## src/rtl/sdes_if.sv

```systemverilog
// sdes_if: host-side key load and block valid/ready bundle
// for the iterative S-DES round sequencer.
interface sdes_if #(
  parameter int CNT_W = 16
);
  logic             key_load;
  logic [9:0]       key_in;
  logic             key_ok;
  logic             in_valid;
  logic             in_ready;
  logic             in_decrypt;
  logic [7:0]       in_data;
  logic             out_valid;
  logic             out_ready;
  logic [7:0]       out_data;
  logic             busy;
  logic [CNT_W-1:0] blk_cnt;

  modport master (
    output key_load, key_in,
    output in_valid, in_decrypt, in_data,
    output out_ready,
    input  key_ok, in_ready,
    input  out_valid, out_data,
    input  busy, blk_cnt
  );

  modport slave (
    input  key_load, key_in,
    input  in_valid, in_decrypt, in_data,
    input  out_ready,
    output key_ok, in_ready,
    output out_valid, out_data,
    output busy, blk_cnt
  );
endinterface

```

## src/rtl/sdes_round_sequencer.sv

```systemverilog
// sdes_round_sequencer: iterative S-DES engine; one Fk datapath
// shared by both rounds, plus key schedule and block handshake.
module sdes_round_sequencer #(
  parameter int CNT_W = 16
) (
  input logic   clk,
  input logic   rst_n,
  sdes_if.slave bus
);
  localparam logic [2:0] S_IDLE = 3'd0;
  localparam logic [2:0] S_KG1  = 3'd1;
  localparam logic [2:0] S_KG2  = 3'd2;
  localparam logic [2:0] S_RND1 = 3'd3;
  localparam logic [2:0] S_RND2 = 3'd4;
  localparam logic [2:0] S_DONE = 3'd5;

  localparam logic [1:0] S0 [16] = '{
    2'd1, 2'd0, 2'd3, 2'd2,
    2'd3, 2'd2, 2'd1, 2'd0,
    2'd0, 2'd2, 2'd1, 2'd3,
    2'd3, 2'd1, 2'd3, 2'd2
  };
  localparam logic [1:0] S1 [16] = '{
    2'd0, 2'd1, 2'd2, 2'd3,
    2'd2, 2'd0, 2'd1, 2'd3,
    2'd3, 2'd0, 2'd1, 2'd0,
    2'd2, 2'd1, 2'd0, 2'd3
  };

  logic [2:0]       r_state;
  logic [9:0]       r_key;
  logic [7:0]       r_k1;
  logic [7:0]       r_k2;
  logic [3:0]       r_l;
  logic [3:0]       r_r;
  logic             r_dec;
  logic             r_key_ok;
  logic             r_out_valid;
  logic [7:0]       r_out;
  logic [CNT_W-1:0] r_cnt;

  logic [9:0] w_p10;
  logic [9:0] w_ls1;
  logic [9:0] w_ls2;
  logic [7:0] w_ip;
  logic [7:0] w_ep;
  logic [7:0] w_rkey;
  logic [7:0] w_x;
  logic [1:0] w_s0;
  logic [1:0] w_s1;
  logic [3:0] w_sb;
  logic [3:0] w_f;
  logic [7:0] w_fin;
  logic [7:0] w_ipi;
  logic       w_acc;

  function automatic logic [7:0] f_p8(
    input logic [9:0] k
  );
    return {k[4], k[7], k[3], k[6],
            k[2], k[5], k[0], k[1]};
  endfunction

  assign w_p10 = {bus.key_in[7], bus.key_in[5],
                  bus.key_in[8], bus.key_in[3],
                  bus.key_in[6], bus.key_in[0],
                  bus.key_in[9], bus.key_in[1],
                  bus.key_in[2], bus.key_in[4]};

  assign w_ls1 = {r_key[8:5], r_key[9],
                  r_key[3:0], r_key[4]};
  assign w_ls2 = {r_key[7:5], r_key[9:8],
                  r_key[2:0], r_key[4:3]};

  assign w_ip = {bus.in_data[6], bus.in_data[2],
                 bus.in_data[5], bus.in_data[7],
                 bus.in_data[4], bus.in_data[0],
                 bus.in_data[3], bus.in_data[1]};

  // RND1 uses K1 for encrypt, RND2 uses K1 for decrypt
  assign w_rkey = ((r_state == S_RND1) ^ r_dec)
                ? r_k1 : r_k2;

  assign w_ep = {r_r[0], r_r[3], r_r[2], r_r[1],
                 r_r[2], r_r[1], r_r[0], r_r[3]};
  assign w_x  = w_ep ^ w_rkey;
  assign w_s0 = S0[{w_x[7], w_x[4], w_x[6], w_x[5]}];
  assign w_s1 = S1[{w_x[3], w_x[0], w_x[2], w_x[1]}];
  assign w_sb = {w_s0, w_s1};
  assign w_f  = {w_sb[2], w_sb[0], w_sb[1], w_sb[3]};

  assign w_fin = {r_l ^ w_f, r_r};
  assign w_ipi = {w_fin[4], w_fin[7], w_fin[5], w_fin[3],
                  w_fin[1], w_fin[6], w_fin[0], w_fin[2]};

  assign bus.in_ready  = (r_state == S_IDLE) && r_key_ok
                      && !bus.key_load;
  assign w_acc         = bus.in_valid && bus.in_ready;
  assign bus.key_ok    = r_key_ok;
  assign bus.out_valid = r_out_valid;
  assign bus.out_data  = r_out;
  assign bus.busy      = (r_state != S_IDLE);
  assign bus.blk_cnt   = r_cnt;

  always_ff @(posedge clk) begin
    if (!rst_n) begin
      r_state     <= S_IDLE;
      r_key       <= '0;
      r_k1        <= '0;
      r_k2        <= '0;
      r_l         <= '0;
      r_r         <= '0;
      r_dec       <= 1'b0;
      r_key_ok    <= 1'b0;
      r_out_valid <= 1'b0;
      r_out       <= '0;
      r_cnt       <= '0;
    end else begin
      unique case (r_state)
        S_IDLE: begin
          if (bus.key_load) begin
            r_key    <= w_p10;
            r_key_ok <= 1'b0;
            r_state  <= S_KG1;
          end else if (w_acc) begin
            r_l     <= w_ip[7:4];
            r_r     <= w_ip[3:0];
            r_dec   <= bus.in_decrypt;
            r_state <= S_RND1;
          end
        end
        S_KG1: begin
          r_key   <= w_ls1;
          r_k1    <= f_p8(w_ls1);
          r_state <= S_KG2;
        end
        S_KG2: begin
          r_key    <= w_ls2;
          r_k2     <= f_p8(w_ls2);
          r_key_ok <= 1'b1;
          r_state  <= S_IDLE;
        end
        S_RND1: begin
          r_l     <= r_r;
          r_r     <= r_l ^ w_f;
          r_state <= S_RND2;
        end
        S_RND2: begin
          r_out       <= w_ipi;
          r_out_valid <= 1'b1;
          if (r_cnt != {CNT_W{1'b1}})
            r_cnt <= r_cnt + {{(CNT_W-1){1'b0}}, 1'b1};
          r_state <= S_DONE;
        end
        S_DONE: begin
          if (bus.out_ready) begin
            r_out_valid <= 1'b0;
            r_state     <= S_IDLE;
          end
        end
        default: r_state <= S_IDLE;
      endcase
    end
  end
endmodule

```

## src/flat_wrapper.sv

```systemverilog
// flat-port wrapper written by rule: the top's interface ports become plain ports
module sdes_round_sequencer_flat 
#(
  parameter int CNT_W = 16
)
  (clk, rst_n, bus_key_load, bus_key_in, bus_in_valid, bus_in_decrypt, bus_in_data, bus_out_ready, bus_key_ok, bus_in_ready, bus_out_valid, bus_out_data, bus_busy, bus_blk_cnt);
  sdes_if #(.CNT_W(CNT_W)) bus_i ();
  input logic clk;
  input logic rst_n;
  input wire logic [$bits(bus_i.key_load)-1:0] bus_key_load;
  input wire logic [$bits(bus_i.key_in)-1:0] bus_key_in;
  input wire logic [$bits(bus_i.in_valid)-1:0] bus_in_valid;
  input wire logic [$bits(bus_i.in_decrypt)-1:0] bus_in_decrypt;
  input wire logic [$bits(bus_i.in_data)-1:0] bus_in_data;
  input wire logic [$bits(bus_i.out_ready)-1:0] bus_out_ready;
  output wire logic [$bits(bus_i.key_ok)-1:0] bus_key_ok;
  output wire logic [$bits(bus_i.in_ready)-1:0] bus_in_ready;
  output wire logic [$bits(bus_i.out_valid)-1:0] bus_out_valid;
  output wire logic [$bits(bus_i.out_data)-1:0] bus_out_data;
  output wire logic [$bits(bus_i.busy)-1:0] bus_busy;
  output wire logic [$bits(bus_i.blk_cnt)-1:0] bus_blk_cnt;
  assign bus_i.key_load = bus_key_load;
  assign bus_i.key_in = bus_key_in;
  assign bus_i.in_valid = bus_in_valid;
  assign bus_i.in_decrypt = bus_in_decrypt;
  assign bus_i.in_data = bus_in_data;
  assign bus_i.out_ready = bus_out_ready;
  assign bus_key_ok = bus_i.key_ok;
  assign bus_in_ready = bus_i.in_ready;
  assign bus_out_valid = bus_i.out_valid;
  assign bus_out_data = bus_i.out_data;
  assign bus_busy = bus_i.busy;
  assign bus_blk_cnt = bus_i.blk_cnt;
  sdes_round_sequencer #(.CNT_W(CNT_W)) u_core (.clk(clk), .rst_n(rst_n), .bus(bus_i));
endmodule
```

## config.mk

```make
export PLATFORM = sky130hd
export DESIGN_NAME = sdes_round_sequencer_flat
export DESIGN_NICKNAME = d
export VERILOG_FILES = /design/src/rtl/sdes_if.sv /design/src/rtl/sdes_round_sequencer.sv /design/src/flat_wrapper.sv
export SDC_FILE = /design/constraint.sdc
export NUM_CORES = 1
export LEC_CHECK = 0
export CAP_MARGIN = 20
export CORE_MARGIN = 5
export CORE_UTILIZATION = 54
export DETAILED_ROUTE_END_ITERATION = 10
export PLACE_DENSITY = 0.8
export SKIP_LAST_GASP = 1
export SYNTH_ARGS = -nofsm -noshare
export SYNTH_HDL_FRONTEND = slang
export SYNTH_SLANG_ARGS = --single-unit
```

## constraint.sdc

```tcl
create_clock -name clk -period 2.67 [get_ports clk]
set_input_delay 0.534 -clock clk [delete_from_list [all_inputs] [get_ports clk]]
set_output_delay 0.534 -clock clk [all_outputs]
set_load 0.01 [all_outputs]
```

# After elaboration in Yosys (flattened, before gate mapping)
# Memory sizes are Yosys's and may differ from the RTL's.
# Cells that the tools add are included.
# op_classes
n_addsub	1
magnitude_cmp	2
n_eq_ne	11
mux	21
n_bitwise	6
n_reduce_logical	17
# ops
op	n
case mux 10 bit (3 select lines)	1
adder 16 x 1 -> 16 bit, second input constant	1
2-to-1 mux 4 bit	4
!= test 16 bit, second input constant	1
case mux 4 bit (2 select lines)	2
case mux 3 bit (5 select lines)	1
greater-or-equal comparator 5 bit, second input constant	2
2-to-1 mux 10 bit	1
NOT 4 -> 5 bit	2
AND reduction 2 bit	5
2-to-1 mux 3 bit	3
2-to-1 mux 2 bit	4
2-to-1 mux 8 bit	1
bitwise XOR 8 bit	1
equality test 3 x 2 -> 1 bit, second input constant	2
equality test 3 bit, second input constant	2
!= test 2 bit, second input constant	3
AND reduction 3 bit	2
nonzero test 2 bit	3
nonzero test 3 bit	2
case mux 1 bit (2 select lines)	2
bitwise XOR 4 bit	1
equality test 3 x 1 -> 1 bit, second input constant	1
logical AND 1 bit	3
other kinds (7)	8
# word_totals
register_bits	64
romBits	64
in_bits	24
output_inout_bits	28
wordCells	71
mem_count	2
# memory_table
name	depth	width	rd	rd_clocked_by_memory_dff	write_ports	line_no	rtl
(name not given)	16	2	1	0	0	sdes_round_sequencer.sv:88	assign w_s1 = S1[{w_x[3], w_x[0], w_x[2], w_x[1]}];
(name not given)	16	2	1	0	0	sdes_round_sequencer.sv:87	assign w_s0 = S0[{w_x[7], w_x[4], w_x[6], w_x[5]}];

# Longest topological paths before layout
# Gate-level depths: netlist of the first run.
# depth
word_depth	10
mapped_depth	10
depth_no_buf	10

# Worst setup path after synthesis of the first run
# No wires, ideal clock.
# synth_timing
path_type	flip-flop to flip-flop
startpoint	reg u_core.r_state[2]
endpoint	reg u_core.r_out[5], in the netlist u_core.bus.out_data[5]
setup_time_ns	0.131
arrival_time_ns	1.967
required_ns	2.539
slack_ns	0.572
path_stages_with_launch	10
path_buffers	0
synth_period_minus_slack_ns	2.098
cell_sequence	dfxtp_1 > and3b_2 > xnor2_4 > mux2i_1 > xnor2_1 > inv_1 > ha_1 > mux2i_1 > xnor2_1 > a21oi_1
# synth_via
elab_chain_len	9
elab_cells_between_ends	10
cone_classes	2 x eq/ne; 3 x mux; 4 x bitwise; 1 x memory
# synth_lines
element	line_no	rtl
from (decl)	sdes_round_sequencer.sv:30	logic [2:0] r_state;
from (signal assigned)	sdes_round_sequencer.sv:107	r_state <= S_IDLE;
from (signal assigned)	sdes_round_sequencer.sv:124	r_state <= S_KG1;
from (signal assigned)	sdes_round_sequencer.sv:129	r_state <= S_RND1;
equality test 3 x 2 -> 1 bit	sdes_round_sequencer.sv:81	assign w_rkey = ((r_state == S_RND1) ^ r_dec)
bitwise XOR 1 bit	sdes_round_sequencer.sv:81	
2-to-1 mux 8 bit	sdes_round_sequencer.sv:82	? r_k1 : r_k2;
bitwise XOR 8 bit	sdes_round_sequencer.sv:86	assign w_x = w_ep ^ w_rkey;
NOT 4 -> 5 bit (not written as such)	sdes_round_sequencer.sv:88	
memory read (16 x 2 bit)	-	
2-to-1 mux 2 bit (not written as such) (2 in a row)	sdes_round_sequencer.sv:88	
bitwise XOR 4 bit	sdes_round_sequencer.sv:92	assign w_fin = {r_l ^ w_f, r_r};
to (signal assigned)	sdes_round_sequencer.sv:149	r_out <= w_ipi;
to (decl)	sdes_round_sequencer.sv:39	logic [7:0] r_out;
# Parallel ways exist; a longest one is shown, timed or not. The select of a mux whose other input is x is not followed.
# A chain may end at the register's enable or synchronous reset.

# Worst setup path after layout of the first run
# layout_timing
startpoint	reg u_core.r_state[0]
endpoint	out bus_in_ready
# layout_via
elab_chain_len	3
# layout_lines
element	line_no	rtl
zero test 3 bit	sdes_round_sequencer.sv:96	assign bus.in_ready = (r_state == S_IDLE) && r_key_ok
logical AND 1 bit	sdes_round_sequencer.sv:96	
logical AND 1 bit	sdes_round_sequencer.sv:97	&& !bus.key_load;
to (decl)	flat_wrapper.sv:17	output wire logic [$bits(bus_i.in_ready)-1:0] bus_in_ready;
# No other way between the ends.

==> results of run 1 <==
worst max-delay path by stage:
stage / endpoint / slack (ps) / cells past startpoint
after global placement: bus_in_ready / 350 / 4
after global routing: bus_in_ready / 20 / 5
final: bus_in_ready / 100 / 5
after CTS: bus_in_ready / 20 / 5
after detailed placement: u_core.bus.out_data[5] / 290 / 10
after floorplan: u_core.bus.out_data[5] / 570 / 9
Yosys cell counts, drive strengths merged (3+ instances only):
library cell / instances
o221ai: 10
clkbuf: 18
nand3b: 12
nand2: 42
a21oi: 13
buf: 10
inv: 3
and3b: 5
xor2: 7
xnor2: 18
nor3b: 5
or3b: 4
o211a: 4
nor4b: 4
mux2: 3
nand3: 3
o21ai: 18
a21boi: 24
dfxtp: 64
nor2: 9
o22a: 10
and2: 19
nand4: 6
nand2b: 6
nor3: 3
mux2i: 23
nor2b: 14
critical path: stages, from the launching register on:
cell and delay (ps):
dfxtp_1 330, buf_4 170, or3_4 400, nor2_2 120, and2_1 140, clkdlybuf4s50_1 530
through the flow:
stage          power (uW)  area (um2)  utilization (%)  hold WS (ps)  setup slack (ps)
2_1_floorplan        1352        3465                -         444.2             571.6
3_3_place_gp         1473        4059            64.29         462.4             349.9
3_5_place_dp         1485        4059            64.29         476.4             289.1
4_1_cts              2508        4307            68.21         488.3             23.07
5_1_grt              2605        4312            68.29         496.4             17.22
6_report             2493        4312            68.29         480.3             104.7
logic make-up after synthesis:
group | Yosys count | share of synthesized area [%]
mux | 26 | 7.728
flops | 64 | 36.98
fa+ha+maj | 2 | 0.7222
buf+inv | 31 | 3.936
xor+xnor | 25 | 7.079
compound gates | 92 | 19.36
simple gates | 139 | 24.20
registers in the layout, summed over array words and instances (netlist names):
name and cells:
u_core.bus.key_ok 1, u_core.bus.out_data 8, u_core.bus.out_valid 1, u_core.r_k2 8
u_core.r_dec 1, u_core.r_k1 8, u_core.r_state 3, u_core.bus.blk_cnt 16
u_core.r_r 4, u_core.r_l 4, u_core.r_key 10
power by group through the flow:
stage	clock [uW]	sequential, uW	combinational, uW
2_1_floorplan	0	1060	288
3_3_place_gp	0	1090	387
3_5_place_dp	0	1090	396
4_1_cts	1040	1070	401
5_1_grt	1080	1080	445
6_report	1020	1070	403
repair_timing:
item,CTS,global route
endpoints found under the setup margin,1,1
hold endpoints to repair,0,0
resized for setup,1,1
cell usage in the layout (no fill, tap or decap), types with 4 or more instances in the layout:
master and n:
a21boi_0 13, and2_1 19, nand2_1 42, mux2i_1 22, xnor2_1 17, a21boi_1 11
o22a_1 10, and3b_1 4, o221ai_1 10, nor2b_1 14, clkdlybuf4s50_1 51, xor2_1 6
nor2_1 8, clkbuf_8 10, nor3b_1 5, nand4_1 6, nor4b_1 4, dfxtp_1 64
nand3b_1 12, buf_4 15, o211a_1 4, nand2b_1 6, o21ai_0 16, a21oi_1 13
routing by layer:
metal  share of wire, %  GRT usage (%)  vias to the layer above
met5                  0              0                        -
met4                1.4          7.940                        0
met3                4.2          3.923                        8
met2                 49          34.39                       68
met1                 45          26.21                     1369
li1                   -              -                     1453
area by class of cell:
class / count / area [um2] / area share, %
multi-input combinational: 284 / 2054 / 47.65
sequential: 64 / 1281 / 29.72
timing repair buffer: 66 / 623.1 / 14.45
clock buffer: 11 / 141.4 / 3.279
clock inverter: 5 / 103.9 / 2.409
tap: 77 / 96.34 / 2.234
inverter: 3 / 11.26 / 0.2612
==> results.json, run 1 <==
{
  "run_status": "completed",
  "yosysUniqueCellTypes": 57,
  "drive_above_1_share_pct": 10.39,
  "first_pass_iters": 4,
  "path_clk_slew_ps": 70,
  "switching_share_pct": 25.36,
  "rr_endpoint": "u_core.bus.out_data[5]",
  "cp-start-kind": "flip-flop",
  "skew_ps": 8.037,
  "ant_nets": 0,
  "async_flop_share_pct": 0,
  "wirelength_mm": 8.129,
  "finalNetCount": 454,
  "cap_violations": 0,
  "cts_made_buffers": 9,
  "crit_type": "flip-flop to output port",
  "hpwl_mm": 5.746,
  "dieArea_mm2": 0.008118,
  "min_path_type": "flip-flop to flip-flop",
  "synth_ff_type": "dfxtp_1",
  "vdd.ir_drop.worst_mv": 0.3450,
  "r2r_slack_ps": 250,
  "initial_core_util_pct": 54.88,
  "syn_to_final_growth_pct": 24.45,
  "finalCriticalPeriod_ps": 2565,
  "clkSinkCount": 64,
  "io_pins": 52,
  "synth_top_cell_by_area": "dfxtp_1",
  "grt_overflow": 0,
  "die_x_um": 90.10,
  "via_count": 2898,
  "clockRootBuffer": "clkbuf_8",
  "clk_path_buf_depth": 2,
  "synth-edff-count": 0,
  "netlist.area_leader.share_pct": 36.98,
  "worst_pin_slew_ps": 730.2,
  "clock_latency_ps": 340,
  "yosysSeqAreaShare_pct": 36.98,
  "hold_start": "u_core.bus.out_data[3]",
  "port_buffers": 51,
  "final_hold_viol_count": 0,
  "fin_cells": 510,
  "yosysWarnings": 0,
  "grt_pass1_vias": 2926,
  "cts_setup_buffers": 0,
  "crit_fanout": 10,
  "fp-row-count": 29,
  "synth_seq_cells": 64,
  "syn_area_mm2": 0.003465,
  "hold_path_end": "u_core.bus.out_data[3]",
  "drt_iter0_markers": 132,
  "gp_congestion": 0.7980,
  "required_ps": 2140,
  "drc": 0,
  "nFillCells": 518,
  "numPlacedInstances": 494,
  "finalCritPeriodShare_pct": 96.08,
  "relSlewSlack_pct": 51.32,
  "power_frac_comb_pct": 16.2,
  "grt_max_degree": 35,
  "syn_area_per_cell_um2": 9.141,
  "hold_buffers": 0,
  "whs_path_depth": 2,
  "dieHeight_um": 90.10,
  "fmax_mhz": 389.8,
  "slew_violations": 0,
  "cts_tree": "built",
  "synthTopCellsByArea": "dfxtp_1 (37%), mux2i_1 (6.4%), nand2_1 (4.6%)",
  "antenna_found_initial": 0,
  "p_per_area_mw_per_mm2": 578.3,
  "grt_pass1_wl_mm": 14.11,
  "reg2reg_depth": 10,
  "power.share.clock_pct": 40.9,
  "p_int_uw": 1861,
  "track_usage_pct": 20.60,
  "setup_viol": 0,
  "vias_per_cell": 5.682,
  "cp_data_arrival_time_ps": 2030,
  "endpoint_kind": "output port",
  "power.switching_uw": 632.3,
  "rsz0062_at_grt": "false",
  "post_drt_wl_per_cell_um": 15.94,
  "synthCells": 379,
  "diodes": 0,
  "startpoint": "u_core.r_state[0]",
  "core_area_mm2": 0.006314,
  "r2r-start": "u_core.r_state[2]",
  "tns_ps": 0,
  "p_seq_share_pct": 42.9,
  "p_leak_uw": 0.001591,
  "syn-num-nets": 405,
  "cts_max_level": 3
}
No activity file was read; power rests on OpenSTA's default activity.
==> run 2, diff against run 1 <==
Settings changed: CORE_UTILIZATION 54 to 40, PLACE_DENSITY 0.8 to not set, SLEW_MARGIN set to 20.
==> results.json, run 2 (synthesized netlist as in run 1, its figures left out) <==
{
  "endpoint_kind": "output port",
  "setup_viol": 0,
  "wirelength_mm": 8.329,
  "required_ps": 2140,
  "track_usage_pct": 16.45,
  "power.switching_uw": 645.8,
  "final_hold_viol_count": 0,
  "p_int_uw": 1728,
  "cts_tree": "built",
  "fp-row-count": 34,
  "p_leak_uw": 0.001585,
  "finalNetCount": 455,
  "numPlacedInstances": 526,
  "die_x_um": 103.1,
  "gp_congestion": 0.7986,
  "post_drt_wl_per_cell_um": 15.37,
  "syn_to_final_growth_pct": 25.35,
  "cap_violations": 0,
  "run_status": "completed",
  "grt_pass1_vias": 2800,
  "p_total_uw": 2374,
  "drive_above_1_share_pct": 11.06,
  "clockRootBuffer": "clkbuf_8",
  "crit_fanout": 11,
  "clock_latency_ps": 330,
  "drt_iter0_markers": 74,
  "cts_setup_buffers": 0,
  "min_path_type": "flip-flop to flip-flop",
  "cp_data_arrival_time_ps": 2020,
  "initial_core_util_pct": 40.32,
  "first_pass_iters": 6,
  "rsz0062_at_grt": "false",
  "fmax_mhz": 391.0,
  "port_buffers": 51,
  "vias_per_cell": 5.341,
  "diodes": 0,
  "worst_pin_slew_ps": 600.3,
  "whs_ps": 467.7,
  "via_count": 2895,
  "p_per_area_mw_per_mm2": 546.6,
  "nFillCells": 837,
  "vdd.ir_drop.worst_mv": 0.3310,
  "skew_ps": 4.602,
  "grt_pass1_wl_mm": 13.79,
  "ant_nets": 0,
  "cts_resized": 0,
  "fin_cells": 542,
  "finalCritPeriodShare_pct": 95.79,
  "clk_path_buf_depth": 2,
  "core_area_mm2": 0.008593,
  "slowest_delay_ps": 530,
  "dieHeight_um": 103.1,
  "io_pins": 52,
  "final_common_cell": "dfxtp_1",
  "power_frac_comb_pct": 17.3,
  "seqCellArea_mm2": 0.001282,
  "finalCriticalPeriod_ps": 2558,
  "largest_reg_flops": 16,
  "crit_type": "flip-flop to output port",
  "slew_violations": 0,
  "multiInputGateArea_mm2": 0.002054,
  "crit_chain": "buf_4, or3_4, nor2_2, and2_1, clkdlybuf4s50_1",
  "power.share.clock_pct": 37.8,
  "grt_max_degree": 64,
  "grt_overflow": 0,
  "final_cell_mix": "dfxtp_1 (63), clkdlybuf4s50_1 (51), nand2_1 (42)",
  "hold_buffers": 0,
  "cp-start-kind": "flip-flop",
  "drc": 0,
  "cts_max_level": 3,
  "antenna_found_initial": 0,
  "hpwl_mm": 5.896,
  "p_seq_share_pct": 45.0,
  "cts_made_buffers": 9,
  "switching_share_pct": 27.20,
  "slowest_stage": "clkdlybuf4s50_1",
  "tns_ps": 0,
  "clkSinkCount": 64,
  "dieArea_mm2": 0.01062,
  "relSlewSlack_pct": 59.83,
  "path_clk_slew_ps": 70
}
==> run 2: final timing paths <==
| path | startpoint | to | slack [ps] | cells after the start |
|---|---|---|---|---|
| worst max-delay path | u_core.r_state[0] | bus_in_ready | 110 | 5 |
| worst min-delay path | u_core.bus.out_data[4] | u_core.bus.out_data[4] | 470 | 2 |
| worst max register to register | u_core.r_state[2] | u_core.bus.out_data[7] | 320 | 8 |
| worst min register to register | u_core.bus.out_data[4] | u_core.bus.out_data[4] | 470 | 2 |
==> run 2: final cells by class <==
cell class | count | share of cell area, %
clock buffers | 12 | 3.803
clock inverters | 4 | 1.181
inverters | 3 | 0.2593
multi-input cells | 284 | 47.31
flip-flops and latches | 64 | 29.53
well taps | 108 | 3.112
repair buffers | 67 | 14.81
==> run 2: through the flow <==
step / setup slack [ps] / utilization, % / cell area [um2]
2_1_floorplan: 571.6 / - / 3465
3_3_place_gp: 303.8 / 47.92 / 4118
3_5_place_dp: 280.6 / 47.92 / 4118
4_1_cts: 5.628 / 50.44 / 4334
5_1_grt: 13.36 / 50.54 / 4343
6_report: 112.3 / 50.54 / 4343
==> run 2: critical path, delay by kind of cell, from the launching register on <==
kind	cells	cell delay, ps
buffers and inverters	2	700
flip-flops	1	330
AND/OR/NAND/NOR	3	670
==> run 2: routing by layer <==
metal,up-vias,GRT usage (%),part of all wire [%]
met5,-,0,0
met4,0,4.183,0.47
met3,2,4.668,4.6
met2,58,24.77,45
met1,1377,23.18,50
li1,1458,-,-
==> run 2: power by group through the flow <==
stage	clock [uW]	sequential [uW]	combinational (uW)
2_1_floorplan	0	1060	288
3_3_place_gp	0	1090	403
3_5_place_dp	0	1090	407
4_1_cts	917	1070	409
5_1_grt	965	1080	455
6_report	896	1070	410
